$ cat src/rtl/ram_arbiter.sv
// ============================================================================
// ram_arbiter
// ----------------------------------------------------------------------------
// Shares the single base-RAM adapter request port between the instruction
// fetch port (IF) and the data port (MEM). MEM always wins a conflict and the
// losing IF port is held through stall_req_o. After a MEM write the bus can be
// held idle for WR_RECOVERY cycles so the SRAM can recover.
//
// Optional feature: define ARB_PERF_CNT_EN to add the perf_conflict_o and
// perf_recov_o event counters. Without the macro those ports do not exist.
//
// Parameters:
//   DATA_W      data / instruction width
//   ADDR_W      byte address width
//   WR_RECOVERY idle bus cycles forced after each MEM write (0..7)
//   NOP_WORD    word presented on inst_o whenever IF is not served
//
// Ports:
//   clk, rst          clock, synchronous active-low reset
//   if_ce_i/if_addr_i instruction fetch request and byte address
//   inst_o            fetched instruction (combinational from bus_rdata_i)
//   mem_*_i           data port request: ce, we, addr, byte enables, wdata
//   mem_rdata_o       data port read data (0 unless a MEM read is granted)
//   bus_*_o           request to the adapter (ce, we, addr, sel, wdata)
//   bus_rdata_i       read data from the adapter
//   stall_req_o       freeze PC and IF/ID, bubble ID/EX
//   perf_conflict_o   (ARB_PERF_CNT_EN) cycles with MEM granted while IF asked
//   perf_recov_o      (ARB_PERF_CNT_EN) cycles spent in write recovery
// ============================================================================
module ram_arbiter #(
    parameter int          DATA_W      = 32,
    parameter int          ADDR_W      = 32,
    parameter int          WR_RECOVERY = 0,
    parameter logic [31:0] NOP_WORD    = 32'h0000_0000
) (
    input  logic              clk,
    input  logic              rst,

    input  logic              if_ce_i,
    input  logic [ADDR_W-1:0] if_addr_i,
    output logic [DATA_W-1:0] inst_o,

    input  logic              mem_ce_i,
    input  logic              mem_we_i,
    input  logic [ADDR_W-1:0] mem_addr_i,
    input  logic [3:0]        mem_sel_i,
    input  logic [DATA_W-1:0] mem_wdata_i,
    output logic [DATA_W-1:0] mem_rdata_o,

    output logic              bus_ce_o,
    output logic              bus_we_o,
    output logic [ADDR_W-1:0] bus_addr_o,
    output logic [3:0]        bus_sel_o,
    output logic [DATA_W-1:0] bus_wdata_o,
    input  logic [DATA_W-1:0] bus_rdata_i,

    output logic              stall_req_o
`ifdef ARB_PERF_CNT_EN
    ,
    output logic [31:0]       perf_conflict_o,
    output logic [31:0]       perf_recov_o
`endif
);

    // The counter is 3 bits wide, so WR_RECOVERY is limited to 0..7.
    localparam bit          RECOV_EN   = (WR_RECOVERY > 0);
    localparam logic [2:0]  RECOV_LOAD = RECOV_EN ? 3'(WR_RECOVERY - 1) : 3'd0;
    localparam logic [DATA_W-1:0] NOP_INST = DATA_W'(NOP_WORD);

    typedef enum logic [1:0] {
        S_IF    = 2'd0,
        S_MEM   = 2'd1,
        S_RECOV = 2'd2
    } state_t;

    state_t     state_reg, state_next;
    logic [2:0] cnt_reg, cnt_next;

    // Event strobes used by the optional performance counters.
    logic       mem_grant;
    logic       recov_cycle;

    // ------------------------------------------------------------------------
    // State register
    // ------------------------------------------------------------------------
    always_ff @(posedge clk) begin
        if (!rst) begin
            state_reg <= S_IF;
            cnt_reg   <= 3'd0;
        end else begin
            state_reg <= state_next;
            cnt_reg   <= cnt_next;
        end
    end

    // ------------------------------------------------------------------------
    // Grant, next-state and output decode. Grants are combinational from the
    // current state and this cycle's requests so a MEM access never costs an
    // extra cycle. The bus outputs only depend on inputs that are stable for
    // the whole clk period, which the adapter's mid-cycle write strobe needs.
    // ------------------------------------------------------------------------
    always_comb begin
        state_next  = state_reg;
        cnt_next    = cnt_reg;
        bus_ce_o    = 1'b0;
        bus_we_o    = 1'b0;
        bus_addr_o  = '0;
        bus_sel_o   = 4'h0;
        bus_wdata_o = '0;
        inst_o      = NOP_INST;
        mem_rdata_o = '0;
        stall_req_o = 1'b0;
        mem_grant   = 1'b0;
        recov_cycle = 1'b0;

        case (state_reg)
            S_RECOV: begin
                // Bus held idle; any pending request waits and is not lost.
                recov_cycle = 1'b1;
                stall_req_o = if_ce_i | mem_ce_i;
                if (cnt_reg == 3'd0) begin
                    state_next = S_IF;
                end else begin
                    cnt_next = cnt_reg - 3'd1;
                end
            end

            // S_MEM is never entered in this build (grants are combinational),
            // so it and the unused encoding decode exactly like S_IF.
            default: begin
                state_next = S_IF;
                if (mem_ce_i) begin
                    mem_grant   = 1'b1;
                    bus_ce_o    = 1'b1;
                    bus_we_o    = mem_we_i;
                    bus_addr_o  = mem_addr_i;
                    bus_sel_o   = mem_sel_i;
                    bus_wdata_o = mem_wdata_i;
                    mem_rdata_o = mem_we_i ? '0 : bus_rdata_i;
                    stall_req_o = if_ce_i;
                    if (mem_we_i && RECOV_EN) begin
                        state_next = S_RECOV;
                        cnt_next   = RECOV_LOAD;
                    end
                end else if (if_ce_i) begin
                    bus_ce_o   = 1'b1;
                    bus_sel_o  = 4'hF;
                    bus_addr_o = if_addr_i;
                    inst_o     = bus_rdata_i;
                end
            end
        endcase

        // While reset is held every output is forced to its quiet value.
        if (!rst) begin
            bus_ce_o    = 1'b0;
            bus_we_o    = 1'b0;
            bus_addr_o  = '0;
            bus_sel_o   = 4'h0;
            bus_wdata_o = '0;
            inst_o      = NOP_INST;
            mem_rdata_o = '0;
            stall_req_o = 1'b0;
            mem_grant   = 1'b0;
            recov_cycle = 1'b0;
        end
    end

`ifdef ARB_PERF_CNT_EN
    // ------------------------------------------------------------------------
    // Free-running event counters; they wrap and are only cleared by reset.
    // ------------------------------------------------------------------------
    logic [31:0] perf_conflict_reg;
    logic [31:0] perf_recov_reg;

    always_ff @(posedge clk) begin
        if (!rst) begin
            perf_conflict_reg <= 32'd0;
            perf_recov_reg    <= 32'd0;
        end else begin
            if (mem_grant && if_ce_i) begin
                perf_conflict_reg <= perf_conflict_reg + 32'd1;
            end
            if (recov_cycle) begin
                perf_recov_reg <= perf_recov_reg + 32'd1;
            end
        end
    end

    assign perf_conflict_o = perf_conflict_reg;
    assign perf_recov_o    = perf_recov_reg;
`endif

endmodule

$ cat config.mk
export PLATFORM = sky130hd
export DESIGN_NAME = ram_arbiter
export DESIGN_NICKNAME = d
export VERILOG_FILES = /design/src/rtl/ram_arbiter.sv
export SDC_FILE = /design/constraint.sdc
export NUM_CORES = 1
export LEC_CHECK = 0
export CAP_MARGIN = 20
export CORE_AREA = 5 5 102 104
export DETAILED_ROUTE_END_ITERATION = 10
export DIE_AREA = 0 0 107 109
export GPL_ROUTABILITY_DRIVEN = 0
export REMOVE_ABC_BUFFERS = 1
export SETUP_SLACK_MARGIN = 0.15
export SYNTH_ARGS = -nofsm -noshare
export SYNTH_HDL_FRONTEND = slang
export SYNTH_SLANG_ARGS = --single-unit
$ cat constraint.sdc
create_clock -name clk -period 1.4 [get_ports clk]
set_clock_uncertainty 0.1 [all_clocks]
set_input_delay 0.21 -clock clk [delete_from_list [all_inputs] [get_ports clk]]
set_output_delay 0.21 -clock clk [all_outputs]
set_load 0.01 [all_outputs]
==> reports/qor_table.md <==
| Stage | Item | Reported |
|:---|:---|:---|
| detailed routing | Wirelength per Cell | 19.10 microns |
| global routing | Wire length of the first global-routing pass | 15.38 mm |
| sta | RSZ-0062 raised after global routing | true |
| global routing | Number of global-route vias before repair | 2,740 |
| global routing | Gr ovfl total | 0 |
| sta | Period utilisation layout | 115.1% |
| power and ir drop | Power per cell area | 266.9 nW/um^2 |
| layout | Synth-to-layout area growth | 317.1% |
| job | Max cap viols | 0 |
| status | Run status | finished with violations |
| sta | Final hold viol count | 0 |
| floorplanning | Standard-cell row count | 36 |
| setup path | Largest stage delay on the critical path | 0.25 ns |
| synthesis | Gate count of the mapped netlist | 170 |
| layout | Share of layout cells above drive strength 1 | 64.47% |
| sta | Slew Limit Fails | 0 |
| floorplanning | Top-level I/O count | 272 |
| synthesis | Mean Syn Cell Area | 7.176 sq um |
| floorplanning | Die boundary width | 107 microns |
| layout | Clock Buffer Count | 0 |
| synthesis | Post-Syn Area | 1220 sq um |
| setup path | CP Cell Sequence | buf_8 > buf_6 > and3b_2 > buf_12 > buf_12 > buf_16 > and2_4 > buf_6 |
| sta | Worst path setup slack after routing | -0.2108 ns |
| setup path | Critical Path End Type | output port |
| detailed routing | Final wirelength | 11.16 mm |
| synthesis | Cell type with the largest total area after synthesis | sky130_fd_sc_hd__and2_1 |
| synthesis | Synth warn | 0 |
| setup path | Cell with the largest stage delay on the worst path | sky130_fd_sc_hd__and3b_2 |
| detailed routing | Vias | 2,597 |
| layout | End-of-flow core utilization | 53.80% |
| placed design | Post-Place Worst Slack | -0.8835 ns |
| synthesis | Commonest cells in the synthesized netlist | 64 x sky130_fd_sc_hd__and2_1, 34 x sky130_fd_sc_hd__and3_1, 23 x sky130_fd_sc_hd__a32o_1 |
| power and ir drop | Worst ir drop on vdd | 138.0 uV |
| detailed routing | Detailed router's first-iteration violation count | 80 |
| layout | Layout net count | 609 |
| setup path | Arrival time of the worst setup path | 1.30 ns |
| sta | Transition at the pin with the smallest max-transition slack | 0.1836 ns |
| floorplanning | Initial Util | 12.90% |
| detailed routing | Detailed-route vias per instance | 4.447 |
| synthesis | Count leader, synth | sky130_fd_sc_hd__and2_1 |
| floorplanning | Die Area | 11,660 sq um |
| layout | Number of fill cells | 836 |
| setup path | Startpoint types | input port |
| synthesis | Share of the yosys chip area belonging to registers | 0% |
| power and ir drop | Static Leakage | 2.505 nW |
| floorplanning | Die Span Y | 109 microns |
| layout | Number of sequential cells | 0 |
| sta | Count of final setup violators | 110 |
| sta | Post-layout minimum cycle time | 1.611 ns |
| detailed routing | DRC viols | 0 |
| sta | Final Hold Slack | 0.6566 ns |
| global routing | Global Route Usage Sum | 16.52% |
| layout | # diodes | 0 |
| sta | Setup TNS | -14.65 ns |
| setup path | Critical path peak fanout | 8 |
| sta | Maximum clock rate | 620.8 MHz |
| synthesis | Ranking of synthesized cells by area | sky130_fd_sc_hd__and2_1 33%, sky130_fd_sc_hd__a32o_1 19%, sky130_fd_sc_hd__and3_1 17% |
| setup path | Required @ worst endpoint | 1.09 ns |
| detailed routing | DR pass1 iterations | 6 |
| status | Violated checks | negative setup slack |
| setup path | Startpoint-to-endpoint class of the critical path | input port to output port |
| sta | Worst max-slew margin expressed relative to the limit | 87.76% |
| layout | Footprint of the multi-input gates | 1351 sq um |
| synthesis | Area share of the leading cell type in the synthesized netlist | 32.82% |
| setup path | Buffer and inverter count on the worst path | 6 |
| placed design | Total of buffers placed on input and output ports | 271 |
| global routing | Pin count of the biggest net entering global routing | 21 |
| floorplanning | Core ar. | 9459 sq um |
| synthesis | Number of different library cells in the post-synthesis netlist | 19 |
| layout | Footprint of the flip-flops and latches | 0 sq um |
| global routing | Number of antenna violations at the first check in global routing | 0 |
| detailed routing | Count of nets left with antenna violations after detail routing | 0 |
| power and ir drop | Post-layout total power | 0.001358 W |
| setup path | Family with the most delay on the worst path | buffers and inverters |
| worst hold path | Class of the tightest hold or removal check | input port to output port |
| placed design | HPWL after DPL | 7.593 mm |
==> layout by cell type, fill, tap and decap left out, types with 4 or more instances in the layout <==
cell type,n
sky130_fd_sc_hd__buf_6,123
sky130_fd_sc_hd__clkdlybuf4s50_1,111
sky130_fd_sc_hd__and2_4,65
sky130_fd_sc_hd__buf_2,36
sky130_fd_sc_hd__and3_4,26
sky130_fd_sc_hd__a32o_1,22
sky130_fd_sc_hd__buf_16,12
sky130_fd_sc_hd__dlymetal6s2s_1,12
sky130_fd_sc_hd__buf_12,11
sky130_fd_sc_hd__a32o_2,10
sky130_fd_sc_hd__and3_1,9
sky130_fd_sc_hd__dlygate4sd2_1,9
sky130_fd_sc_hd__buf_4,6
sky130_fd_sc_hd__nand2_2,4
==> worst paths after layout <==
check,start,end,slack (ns),depth (start not counted)
hold / removal,mem_wdata_i[19],bus_wdata_o[19],0.66,3
setup / recovery,rst,inst_o[5],-0.21,8
==> report_power, final <==
part           leakage (nW)  switching (W)  internal, W
registers                 0              0            0
clock network             0              0            0
logic                  2.51       0.000456     0.000902
total                  2.51       0.000456     0.000902
==> cell families after synthesis <==
group,after synthesis,synth area share (%)
and+or+nand+nor,107,54.97
AOI/OAI and AO/OA,37,30.26
buffers and inverters,26,14.77
==> metal layers <==
layer,part of all wire [%],global-route usage [%]
met3,9.8,4.263
met5,0,0
met4,1.5,2.192
met2,51,30.89
met1,37,19.40
==> final cells by class <==
cell class	instances	area share [%]
inverters	1	0.2213
multi-input cells	144	26.56
well taps	114	2.803
repair buffers	325	70.42
==> through the flow <==
stage,std cells,cell area (sq um)
floorplan,145,1044
global placement,549,4116
detailed placement,549,4116
CTS,576,4584
global route,584,5089
finish,584,5089
==> timing repair <==
item                       CTS  global route
setup buffers               12             8
cloned                      15             0
pin swaps                   75            32
setup endpoints to repair  135           132
hold buffers                 0             0
gates resized for setup    733           114
(Power assumes the default switching activity.)
